--- src/rtl/isdu_pkg.sv ---
// Shared types and encodings for the parametrised LC-3 sequencer.
package isdu_pkg;

  typedef enum logic [4:0] {
    S_HALTED, S_18, S_33, S_35, S_PAUSE1, S_PAUSE2, S_32,
    S_01, S_05, S_09, S_06, S_07, S_25, S_27, S_23, S_16,
    S_00, S_22, S_12, S_04, S_21
  } state_e;

  localparam logic [3:0] OP_ADD   = 4'b0001;
  localparam logic [3:0] OP_AND   = 4'b0101;
  localparam logic [3:0] OP_NOT   = 4'b1001;
  localparam logic [3:0] OP_BR    = 4'b0000;
  localparam logic [3:0] OP_JMP   = 4'b1100;
  localparam logic [3:0] OP_JSR   = 4'b0100;
  localparam logic [3:0] OP_LDR   = 4'b0110;
  localparam logic [3:0] OP_STR   = 4'b0111;
  localparam logic [3:0] OP_PAUSE = 4'b1101;

  localparam logic [1:0] PCMUX_INC  = 2'b00;
  localparam logic [1:0] PCMUX_BUS  = 2'b01;
  localparam logic [1:0] PCMUX_ADDR = 2'b10;

  localparam logic [1:0] A2_ZERO  = 2'b00;
  localparam logic [1:0] A2_OFF6  = 2'b01;
  localparam logic [1:0] A2_OFF9  = 2'b10;
  localparam logic [1:0] A2_OFF11 = 2'b11;

  localparam logic [1:0] ALU_ADD  = 2'b00;
  localparam logic [1:0] ALU_AND  = 2'b01;
  localparam logic [1:0] ALU_NOT  = 2'b10;
  localparam logic [1:0] ALU_PASS = 2'b11;

endpackage

--- src/rtl/isdu_mem_timer.sv ---
// SRAM access timer: counts cycles of an access and flags its final cycle.
module isdu_mem_timer #(
  parameter int MEM_WAIT      = 2,
  parameter int MEM_HANDSHAKE = 0,
  parameter int CNT_W         = 4
) (
  input  logic clk_i,
  input  logic rst_ni,
  input  logic active_i,
  input  logic mem_ready_i,
  output logic done_o
);
  localparam logic [CNT_W-1:0] LAST = CNT_W'(MEM_WAIT - 1);

  logic [CNT_W-1:0] cnt_q, cnt_d;
  logic             at_last;

  assign at_last = (cnt_q == LAST);
  assign done_o  = active_i && at_last && ((MEM_HANDSHAKE == 0) || mem_ready_i);

  // Hold at LAST while a handshake access waits for the SRAM.
  always_comb begin
    cnt_d = cnt_q;
    if (!active_i || done_o) cnt_d = '0;
    else if (!at_last)       cnt_d = cnt_q + 1'b1;
  end

  always_ff @(posedge clk_i or negedge rst_ni)
    if (!rst_ni) cnt_q <= '0;
    else         cnt_q <= cnt_d;

endmodule

--- src/rtl/isdu_param.sv ---
// LC-3 control FSM: decodes every datapath strobe and SRAM strobe from state.
module isdu_param
  import isdu_pkg::*;
#(
  parameter int MEM_WAIT      = 2,
  parameter int MEM_HANDSHAKE = 0,
  parameter int FETCH_PAUSE   = 0,
  parameter int CNT_W         = 4
) (
  input  logic       Clk,
  input  logic       Reset_n,
  input  logic       Run,
  input  logic       Continue,
  input  logic [3:0] Opcode,
  input  logic       IR_5,
  input  logic       IR_11,
  input  logic       BEN,
  input  logic       Mem_Ready,
  output logic       LD_MAR, LD_MDR, LD_IR, LD_BEN, LD_CC, LD_REG, LD_PC, LD_LED,
  output logic       GatePC, GateMDR, GateALU, GateMARMUX,
  output logic [1:0] PCMUX,
  output logic       DRMUX, SR1MUX, SR2MUX, ADDR1MUX,
  output logic [1:0] ADDR2MUX,
  output logic [1:0] ALUK,
  output logic       Mem_CE, Mem_UB, Mem_LB,
  output logic       Mem_OE, Mem_WE
);
  state_e state_q, state_d;
  logic   pause_fetch_q, pause_fetch_d;
  logic   mem_active, mem_done;

  assign mem_active = state_q inside {S_33, S_25, S_16};

  isdu_mem_timer #(
    .MEM_WAIT(MEM_WAIT), .MEM_HANDSHAKE(MEM_HANDSHAKE), .CNT_W(CNT_W)
  ) u_timer (
    .clk_i(Clk), .rst_ni(Reset_n), .active_i(mem_active),
    .mem_ready_i(Mem_Ready), .done_o(mem_done)
  );

  assign Mem_CE = 1'b0;
  assign Mem_UB = 1'b0;
  assign Mem_LB = 1'b0;

  always_comb begin
    state_d = state_q;  pause_fetch_d = pause_fetch_q;
    LD_MAR = 1'b0; LD_MDR = 1'b0; LD_IR = 1'b0; LD_BEN = 1'b0;
    LD_CC  = 1'b0; LD_REG = 1'b0; LD_PC = 1'b0; LD_LED = 1'b0;
    GatePC = 1'b0; GateMDR = 1'b0; GateALU = 1'b0; GateMARMUX = 1'b0;
    PCMUX = PCMUX_INC; DRMUX = 1'b0; SR1MUX = 1'b0; SR2MUX = 1'b0;
    ADDR1MUX = 1'b0; ADDR2MUX = A2_ZERO; ALUK = ALU_ADD;
    Mem_OE = 1'b1; Mem_WE = 1'b1;
    case (state_q)
      S_HALTED: if (Run) state_d = S_18;
      S_18: begin
        GatePC = 1'b1; LD_MAR = 1'b1; PCMUX = PCMUX_INC; LD_PC = 1'b1;
        state_d = S_33;
      end
      S_33, S_25: begin
        Mem_OE = 1'b0;
        if (mem_done) begin
          LD_MDR  = 1'b1;
          state_d = (state_q == S_33) ? S_35 : S_27;
        end
      end
      S_35: begin
        GateMDR = 1'b1; LD_IR = 1'b1;
        if (FETCH_PAUSE != 0) begin
          pause_fetch_d = 1'b1; state_d = S_PAUSE1;
        end else state_d = S_32;
      end
      S_PAUSE1: begin
        LD_LED = 1'b1;
        if (Continue) state_d = S_PAUSE2;
      end
      // A fetch pause resumes decode; a PAUSE instruction resumes fetching.
      S_PAUSE2: if (!Continue) state_d = pause_fetch_q ? S_32 : S_18;
      S_32: begin
        LD_BEN = 1'b1;
        case (Opcode)
          OP_ADD:   state_d = S_01;
          OP_AND:   state_d = S_05;
          OP_NOT:   state_d = S_09;
          OP_BR:    state_d = S_00;
          OP_JMP:   state_d = S_12;
          OP_JSR:   state_d = S_04;
          OP_LDR:   state_d = S_06;
          OP_STR:   state_d = S_07;
          OP_PAUSE: begin pause_fetch_d = 1'b0; state_d = S_PAUSE1; end
          default:  state_d = S_18;
        endcase
      end
      S_01, S_05: begin
        SR1MUX = 1'b1; SR2MUX = IR_5; ALUK = (state_q == S_01) ? ALU_ADD : ALU_AND;
        GateALU = 1'b1; LD_REG = 1'b1; LD_CC = 1'b1; state_d = S_18;
      end
      S_09: begin
        SR1MUX = 1'b1; ALUK = ALU_NOT;
        GateALU = 1'b1; LD_REG = 1'b1; LD_CC = 1'b1; state_d = S_18;
      end
      S_06, S_07: begin
        SR1MUX = 1'b1; ADDR1MUX = 1'b1; ADDR2MUX = A2_OFF6;
        GateMARMUX = 1'b1; LD_MAR = 1'b1;
        state_d = (state_q == S_06) ? S_25 : S_23;
      end
      S_27: begin
        GateMDR = 1'b1; LD_REG = 1'b1; LD_CC = 1'b1; state_d = S_18;
      end
      S_23: begin
        SR1MUX = 1'b0; ALUK = ALU_PASS; GateALU = 1'b1; LD_MDR = 1'b1;
        state_d = S_16;
      end
      S_16: begin
        Mem_WE = 1'b0;
        if (mem_done) state_d = S_18;
      end
      S_00: state_d = BEN ? S_22 : S_18;
      S_22: begin
        ADDR2MUX = A2_OFF9; PCMUX = PCMUX_ADDR; LD_PC = 1'b1; state_d = S_18;
      end
      S_12: begin
        SR1MUX = 1'b1; ADDR1MUX = 1'b1; PCMUX = PCMUX_ADDR; LD_PC = 1'b1;
        state_d = S_18;
      end
      S_04: begin
        GatePC = 1'b1; DRMUX = 1'b1; LD_REG = 1'b1; state_d = S_21;
      end
      S_21: begin
        if (IR_11) ADDR2MUX = A2_OFF11;
        else begin
          SR1MUX = 1'b1; ADDR1MUX = 1'b1; ADDR2MUX = A2_ZERO;
        end
        PCMUX = PCMUX_ADDR; LD_PC = 1'b1; state_d = S_18;
      end
      default: state_d = S_HALTED;
    endcase
  end

  always_ff @(posedge Clk or negedge Reset_n)
    if (!Reset_n) begin
      state_q       <= S_HALTED;
      pause_fetch_q <= 1'b0;
    end else begin
      state_q       <= state_d;
      pause_fetch_q <= pause_fetch_d;
    end

endmodule

--- config.mk ---
export PLATFORM = sky130hd
export DESIGN_NAME = isdu_param
export DESIGN_NICKNAME = d
export VERILOG_FILES = /design/src/rtl/isdu_pkg.sv /design/src/rtl/isdu_mem_timer.sv /design/src/rtl/isdu_param.sv
export SDC_FILE = /design/constraint.sdc
export NUM_CORES = 1
export LEC_CHECK = 0
export BUFFER_PORTS_ARGS = -buffer_cell sky130_fd_sc_hd__buf_2
export CAP_MARGIN = 25
export CORE_UTILIZATION = 44
export DETAILED_ROUTE_END_ITERATION = 7
export PLACE_DENSITY_LB_ADDON = 0.05
export SYNTH_ARGS = -nofsm -noshare
export SYNTH_HDL_FRONTEND = slang
export SYNTH_SLANG_ARGS = --single-unit
--- constraint.sdc ---
create_clock -name Clk -period 1.7 [get_ports Clk]
set_input_delay 0.17 -clock Clk [delete_from_list [all_inputs] [get_ports Clk]]
set_output_delay 0.17 -clock Clk [all_outputs]
set_load 0.1 [all_outputs]
==> results of run 1 <==
-- stage by stage --
stage,setup slack (ns),hold WS (ns)
after floorplan,-0.467,-0.126
after global placement,0.0114,0.0222
after detailed placement,-0.0682,0.0290
-- kinds of logic after synthesis --
kind of cell             Yosys count
buffers and inverters             17
flip-flops                         9
AO/OA/AOI/OAI                     36
adder cells (fa/ha/maj)            2
XOR/XNOR                           5
other                              1
AND/OR/NAND/NOR                   75
multiplexers                       2
==> impl_metrics.csv, run 1 <==
group,metric,value,unit
place,dp_cells,221,
logic_synthesis,yosys_warnings,0,
logic_synthesis,synth.area.mux_share,1.93,%
cts,root_buffer,"clkbuf_4",
logic_synthesis,synth_compound_area_share,22.9,%
logic_synthesis,synth_simple_gate_area_share,38.8,%
run_status,haltStage,"4_1_cts",
logic_synthesis,ys_types,41,
logic_synthesis,synth_area,1040,sq um
cts,clock-sinks,9,
cts,cts_made_buffers,3,
logic_synthesis,syn_inst,147,
place,dpl_cell_area,1870,sq um
logic_synthesis,ys_top_cells_by_area,"dfrtp_1 (22%), nor2b_1 (7.2%), nor2_1 (6.2%)",
place,port_buffers,33,
logic_synthesis,synth_xor_xnor_area_share,4.23,%
logic_synthesis,synth_top_family_by_area,"simple AND/OR/NAND/NOR gates",
logic_synthesis,synth_ff_type,"dfrtp_1",
cts,cts-htree-levels,1,
floorplan,core.rowCount,17,
logic_synthesis,ys_async_sr_fraction,100,%
logic_synthesis,synthMostInstantiatedCell,"nor2_1",
run_status,outcome,"did not finish",
logic_synthesis,synth_top_area_share,21.7,%
cts,ctsHoldBuffers,1,
floorplan,die_h,50.5,microns
logic_synthesis,yosysSeqAreaShare,21.7,%
logic_synthesis,synth_top_area_cell,"dfrtp_1",
cts,max-clock-path-buffers,2,
place,hpwl,3.00,mm
logic_synthesis,ys_top_cells_by_count,"nor2_1 (17), nor2b_1 (12), a21oi_1 (10)",
run_status,error_line,"[ERROR DPL-0033] detailed placement checks failed during check placement.",
logic_synthesis,synth-edff-count,0,
logic_synthesis,ys_ff_latch,9,
logic_synthesis,synthAdderAreaFrac,2.42,%
floorplan,initial_utilization,46.8,%
place,place.gp.congestion,0.986,
floorplan,die_w,50.5,microns
floorplan,num_io_pins,39,
cts,cts_setup_buffers,15,
cts,cts_resized,48,
logic_synthesis,avgSynthCellArea,7.05,sq um
==> run 2, diff against run 1 <==
Settings changed: CORE_AREA set to 2 2 63 65, CORE_UTILIZATION 44 to not set, DIE_AREA set to 0 0 65 67, PLACE_DENSITY_LB_ADDON 0.05 to 0.15.
Clock period 1.7 ns to 2.21 ns, I/O delays scaled along.
==> run 2 against run 1 <==
  * The flow now finishes without violations
  * Synthesized cell count stayed put
  * Area after synthesis stayed put
==> impl_metrics.csv, run 2 <==
group,metric,value,unit
cells_and_area,finalNetCount,199,
sta,fmax,0.486,GHz
logic_synthesis,yosys_warnings,0,
route,wire_per_inst,13.0,microns
floorplan,core.rowCount,22,
logic_synthesis,synth-edff-count,0,
cts,worst_skew_pair.late_latency,0.23,ns
place,hpwl,2.43,mm
worst_setup_path,critPathCaptureType,"output pin",
worst_setup_path,crit_path_start_kind,"register",
logic_synthesis,syn_inst,147,
logic_synthesis,synth_top_area_cell,"dfrtp_1",
sta,fin_skew,0.00377,ns
run,maxCapViolations,0,
global_route,grt_max_degree,16,
logic_synthesis,ys_async_sr_fraction,100,%
cells_and_area,area_delta_synth_final,59.7,%
route,via_count,1160,
worst_setup_path,r2r-start,"state_q[3]",
sta,fin_hold_ws,0.351,ns
global_route,grt_pass1_wl,5.06,mm
floorplan,die_h,67,microns
worst_hold_path,hp-start,"Opcode[0]",
floorplan,die_w,65,microns
sta,setup_violations,0,
floorplan,initial_utilization,28.7,%
cells_and_area,largest_reg_flops,5,
sta,fin_crit,2.06,ns
run_status,outcome,"completed",
cells_and_area,final_cell_count_no_fill,232,
logic_synthesis,ys_top_cells_by_area,"dfrtp_1 (22%), nor2b_1 (7.2%), nor2_1 (6.2%)",
logic_synthesis,ys_ff_latch,9,
route,routed_wirelength,3.02,mm
cells_and_area,drive_above_1_share,35.9,%
power,ir_drop,0.546,mV
worst_setup_path,critical_path_arrival,1.84,ns
worst_hold_path,hold_class,"primary input to register",
global_route,antenna_found_initial,0,
cts,clock-sinks,9,
cells_and_area,final_cell_mix,"buf_2 (17), buf_12 (16), nor2_1 (14)",
global_route,grt_use_total,14.8,%
route,vias_per_cell,5.00,
cts,clk_pin_slew,0.04,ns
worst_setup_path,critPathMaxFanout,14,
cells_and_area,fin_util,45.9,%
power,p_per_area,1560,nW/um^2
cts,cts_setup_buffers,0,
logic_synthesis,synth_ff_type,"dfrtp_1",
sta,finalMaxSlewViolations,0,
route,drtAntennaViolNets,0,
worst_setup_path,critical_path_class,"register to output pin",
power,power,0.00259,W
cts,max-clock-path-buffers,2,
place,dp_cells,227,
cts,cts-htree-levels,1,
cells_and_area,seqCellArea,229,sq um
cts,cts_made_buffers,3,
global_route,grt_pass1_vias,1157,
place,port_buffers,33,
logic_synthesis,synth_top_area_share,21.7,%
cts,root_buffer,"clkbuf_8",
cts,cts_tree,"built",
cells_and_area,fill_cells,368,
sta,period_share,93.1,%
sta,finalHoldViolations,0,
logic_synthesis,avgSynthCellArea,7.05,sq um
sta,grt_setup_unrepaired,"false",
power,p_leak,0.682,nW
floorplan,coreArea,3610,sq um
route,drc_errors,0,
route,drtIter0Drc,95,
logic_synthesis,ys_top_cells_by_count,"nor2_1 (17), nor2b_1 (12), a21oi_1 (10)",
cells_and_area,diodes,0,
cells_and_area,final_common_cell,"buf_2",
cells_and_area,multi_input_area,818,sq um
cells_and_area,regMostFlops,"state_q",
worst_setup_path,r2r_cells,4,
logic_synthesis,ys_types,41,
logic_synthesis,yosysSeqAreaShare,21.7,%
floorplan,num_io_pins,39,
logic_synthesis,synth_area,1040,sq um
cells_and_area,reg.largest.list,"state_q (5), u_timer.cnt_q (4)",
worst_setup_path,crit_path_start,"state_q[1]",
worst_setup_path,rrSetupSlack,0.36,ns
worst_hold_path,min_path_cells,4,
global_route,grt_overflow,0,
worst_setup_path,worstPathRequired,1.99,ns
logic_synthesis,synthMostInstantiatedCell,"nor2_1",
route,dr.pass1.iters,4,
place,place.gp.congestion,0.792,
floorplan,die_area,4360,sq um
## run 2: cell counts after synthesis
Identical to the previous run, type by type.
## run 2: area by class of cell
cell class / count / area share (%)
Multi-Input combinational cell: 124 / 49.5
Timing Repair Buffer: 44 / 29.7
Sequential cell: 9 / 13.8
Tap cell: 48 / 3.63
Clock buffer: 4 / 2.72
Inverter: 3 / 0.681
## run 2: report_power, final
group	leakage, nW	switching (W)	internal, W
Clock	0.0228	0.0000625	0.000125
Combinational	0.544	0.00138	0.000720
Sequential	0.115	0.0000897	0.000212
Total	0.682	0.00153	0.00106
## run 2: stage by stage
step,cell area (sq um),setup WS [ns],TNS (ns)
floorplan,1110,-0.630,-3.27
global placement,1590,0.302,0
detailed placement,1590,0.300,0
CTS,1640,0.0461,0
global route,1650,0.0318,0
finish,1650,0.153,0
## run 2: worst max-delay path, cell delays in order, from the launching register on
cell and delay (ns):
dfrtp_2 0.47, buf_4 0.21, nor2_1 0.29, nand2_1 0.15, o21a_1 0.14, nor2_2 0.14
buf_12 0.19
## run 2: repair_timing
item,CTS,global route
hold endpoints to repair,9,0
setup endpoints to repair,0,11
hold buffers,1,0
gates resized for setup,0,5
## run 2: worst paths after layout
path,endpoint
min in group asynchronous,state_q[4]
setup reg to reg,state_q[1]
hold / removal,state_q[4]
setup / recovery,PCMUX[1]
max in group asynchronous,state_q[2]
hold reg to reg,u_timer.cnt_q[0]
## run 2: cell families after synthesis
logic type | synth area share [%]
buffers and inverters | 7.61
flip-flops | 21.7
AND/OR/NAND/NOR | 38.8
XOR/XNOR | 4.23
adder cells (fa/ha/maj) | 2.42
other | 0.362
AO/OA/AOI/OAI | 22.9
multiplexers | 1.93
## run 2: metal layers
metal	track usage, %	part of all wire (%)	up-vias	wire (microns)
li1	-	-	583	-
met1	19.2	45	540	1360
met2	25.3	48	34	1460
met3	1.18	5.6	3	169
met4	5.59	1.0	0	31
met5	0	0	-	0
No activity file was read; power rests on OpenSTA's default activity.
==> run 3, diff against run 2 <==
Settings changed: REMOVE_ABC_BUFFERS set to 1.
==> run 3 against run 2 <==
  * Flip-flop and latch count is the same
  * Clock-buffer cell count is the same
  * Maximum frequency shrank 2.3%
  * Largest power group unchanged
  * Critical endpoint is now LD_BEN
  * Non-clock buffer count shrank 1
  * Design area shrank 5.6%
  * Final cell count shrank 0.43%
  * Critical path depth shrank 2
  * Core utilization shrank 2.6 points
  * Sequential share of layout area grew 0.66 points
  * Highest routed layer unchanged
  * Die area is the same
  * Critical path type unchanged
  * Combinational power shrank 6%
  * Worst hold slack gained 0.011 ns
==> impl_metrics.csv, run 3 (synthesis gave the netlist of run 2 again) <==
group,metric,value,unit
cells_and_area,largest_reg_flops,5,
sta,finalHoldViolations,0,
cells_and_area,area_delta_synth_final,50.7,%
place,hpwl,2.43,mm
power,p_per_area,1570,nW/um^2
route,maxUsedRoutingLayer,"met4",
floorplan,num_io_pins,39,
worst_setup_path,crit_path_start_kind,"register",
worst_setup_path,critPathMaxFanout,16,
cells_and_area,diodes,0,
global_route,grt_use_total,15.0,%
floorplan,initial_utilization,28.7,%
sta,finalMaxSlewViolations,0,
sta,setup_violations,0,
sta,fin_hold_ws,0.362,ns
cts,cts_made_buffers,3,
route,drtIter0Drc,29,
route,dr.pass1.iters,4,
route,wire_per_inst,13.5,microns
sta,period_share,95.2,%
route,wl_met3,146,microns
sta,fin_skew,0.00105,ns
cts,cts-htree-levels,1,
run,maxCapViolations,0,
power,p_leak,0.664,nW
cts,clk_pin_slew,0.04,ns
global_route,grt_pass1_wl,5.22,mm
global_route,grt_max_degree,19,
worst_setup_path,critPathCaptureType,"output pin",
place,port_buffers,33,
cts,cts_tree,"built",
worst_setup_path,critical_path_class,"register to output pin",
power,ir_drop,0.865,mV
cts,worst_skew_pair.late_latency,0.23,ns
cells_and_area,final_cell_mix,"buf_2 (18), nor2_1 (17), buf_12 (15)",
sta,grt_setup_unrepaired,"false",
route,wl_met2,1.57,mm
worst_hold_path,hold_class,"primary input to register",
route,vias_per_cell,5.10,
cells_and_area,reg.largest.list,"state_q (5), u_timer.cnt_q (4)",
floorplan,die_w,65,microns
power,power,0.00246,W
cts,root_buffer,"clkbuf_8",
route,drtAntennaViolNets,0,
sta,worst_pin_slew,0.566,ns
floorplan,die_h,67,microns
worst_setup_path,worstPathRequired,1.99,ns
cells_and_area,regMostFlops,"state_q",
floorplan,coreArea,3610,sq um
route,via_count,1177,
place,place.gp.congestion,0.817,
worst_setup_path,r2r_cells,4,
cts,max-clock-path-buffers,2,
cells_and_area,drive_above_1_share,28.4,%
global_route,grt_overflow,0,
route,routed_wirelength,3.12,mm
cells_and_area,final_common_cell,"buf_2",
global_route,antenna_found_initial,0,
worst_hold_path,min_path_cells,3,
sta,slew_headroom,62.2,%
floorplan,die_area,4360,sq um
global_route,grt_pass1_vias,1170,
route,drt-met1-wl,1.36,mm
floorplan,core.rowCount,22,
sta,fin_crit,2.10,ns
route,drc_errors,0,
worst_setup_path,critical_path_arrival,1.88,ns
cts,clock-sinks,9,
run_status,outcome,"completed",
cells_and_area,finalNetCount,198,
sta,fmax,0.475,GHz
==> run 3: changes by cell type in the layout (fill, tap and decap cells not counted), moves of 2 or more <==
| cell | before | now |
|---|---|---|
| nor3_1 | 4 | 8 |
| nor2_1 | 14 | 17 |
| nor3_2 | 3 | 0 |
| a21oi_1 | 8 | 10 |
| dfrtp_1 | 6 | 8 |
| dfrtp_2 | 3 | 1 |
| nor2_2 | 2 | 0 |
==> run 3: metrics by stage <==
| stage | cells | worst slack, ns | cell area (sq um) | setup TNS (ns) | util, % |
|---|---|---|---|---|---|
| finish | 231 | 0.105 | 1560 | 0 | 43.3 |
| global route | 231 | 0.00119 | 1560 | 0 | 43.3 |
| CTS | 231 | 0.0730 | 1550 | 0 | 43.1 |
| detailed placement | 226 | 0.246 | 1500 | 0 | 41.5 |
| global placement | 226 | 0.263 | 1500 | 0 | 41.5 |
| floorplan | 136 | -1.68 | 980 | -12.33 | - |
==> run 3: metal layers <==
metal  track usage, %  vias to the layer above
met5                0                        -
met4             4.52                        0
met3             2.53                        5
met2             26.0                       28
met1             18.9                      562
li1                 -                      582
==> run 3: repair_timing <==
item,in CTS,in global routing
setup endpoints to repair,0,7
hold buffers,1,0
setup buffers,0,0
resized for setup,0,3
hold endpoints to repair,9,0
==> run 3: layout make-up <==
class                   instances  area [sq um]
clock buffers                   4          45.0
well taps                      48          60.1
multi-input cells             124           751
inverters                       3          11.3
fillers                       363          2040
flip-flops and latches          9           226
repair buffers                 43           468
==> run 3: critical path: stages (launching register included) <==
cell and delay [ns]:
dfrtp_1 0.45, buf_4 0.23, nor3_1 0.29, nor2b_1 0.21, buf_2 0.45
==> run 3: final timing paths <==
kind | start | end | slack [ns]
max | state_q[0] | LD_BEN | 0.11
min | BEN | state_q[4] | 0.36
max reg2reg | state_q[2] | state_q[1] | 0.24
min reg2reg | u_timer.cnt_q[0] | u_timer.cnt_q[0] | 0.49
max in group asynchronous | Reset_n | state_q[1] | 1.65
min in group asynchronous | Reset_n | state_q[0] | 0.37
==> run 3: where the power goes <==
group	internal, W	switching (W)	total (W)
Clock	0.000126	0.0000653	0.000191
Combinational	0.000647	0.00132	0.00197
Sequential	0.000210	0.0000868	0.000297
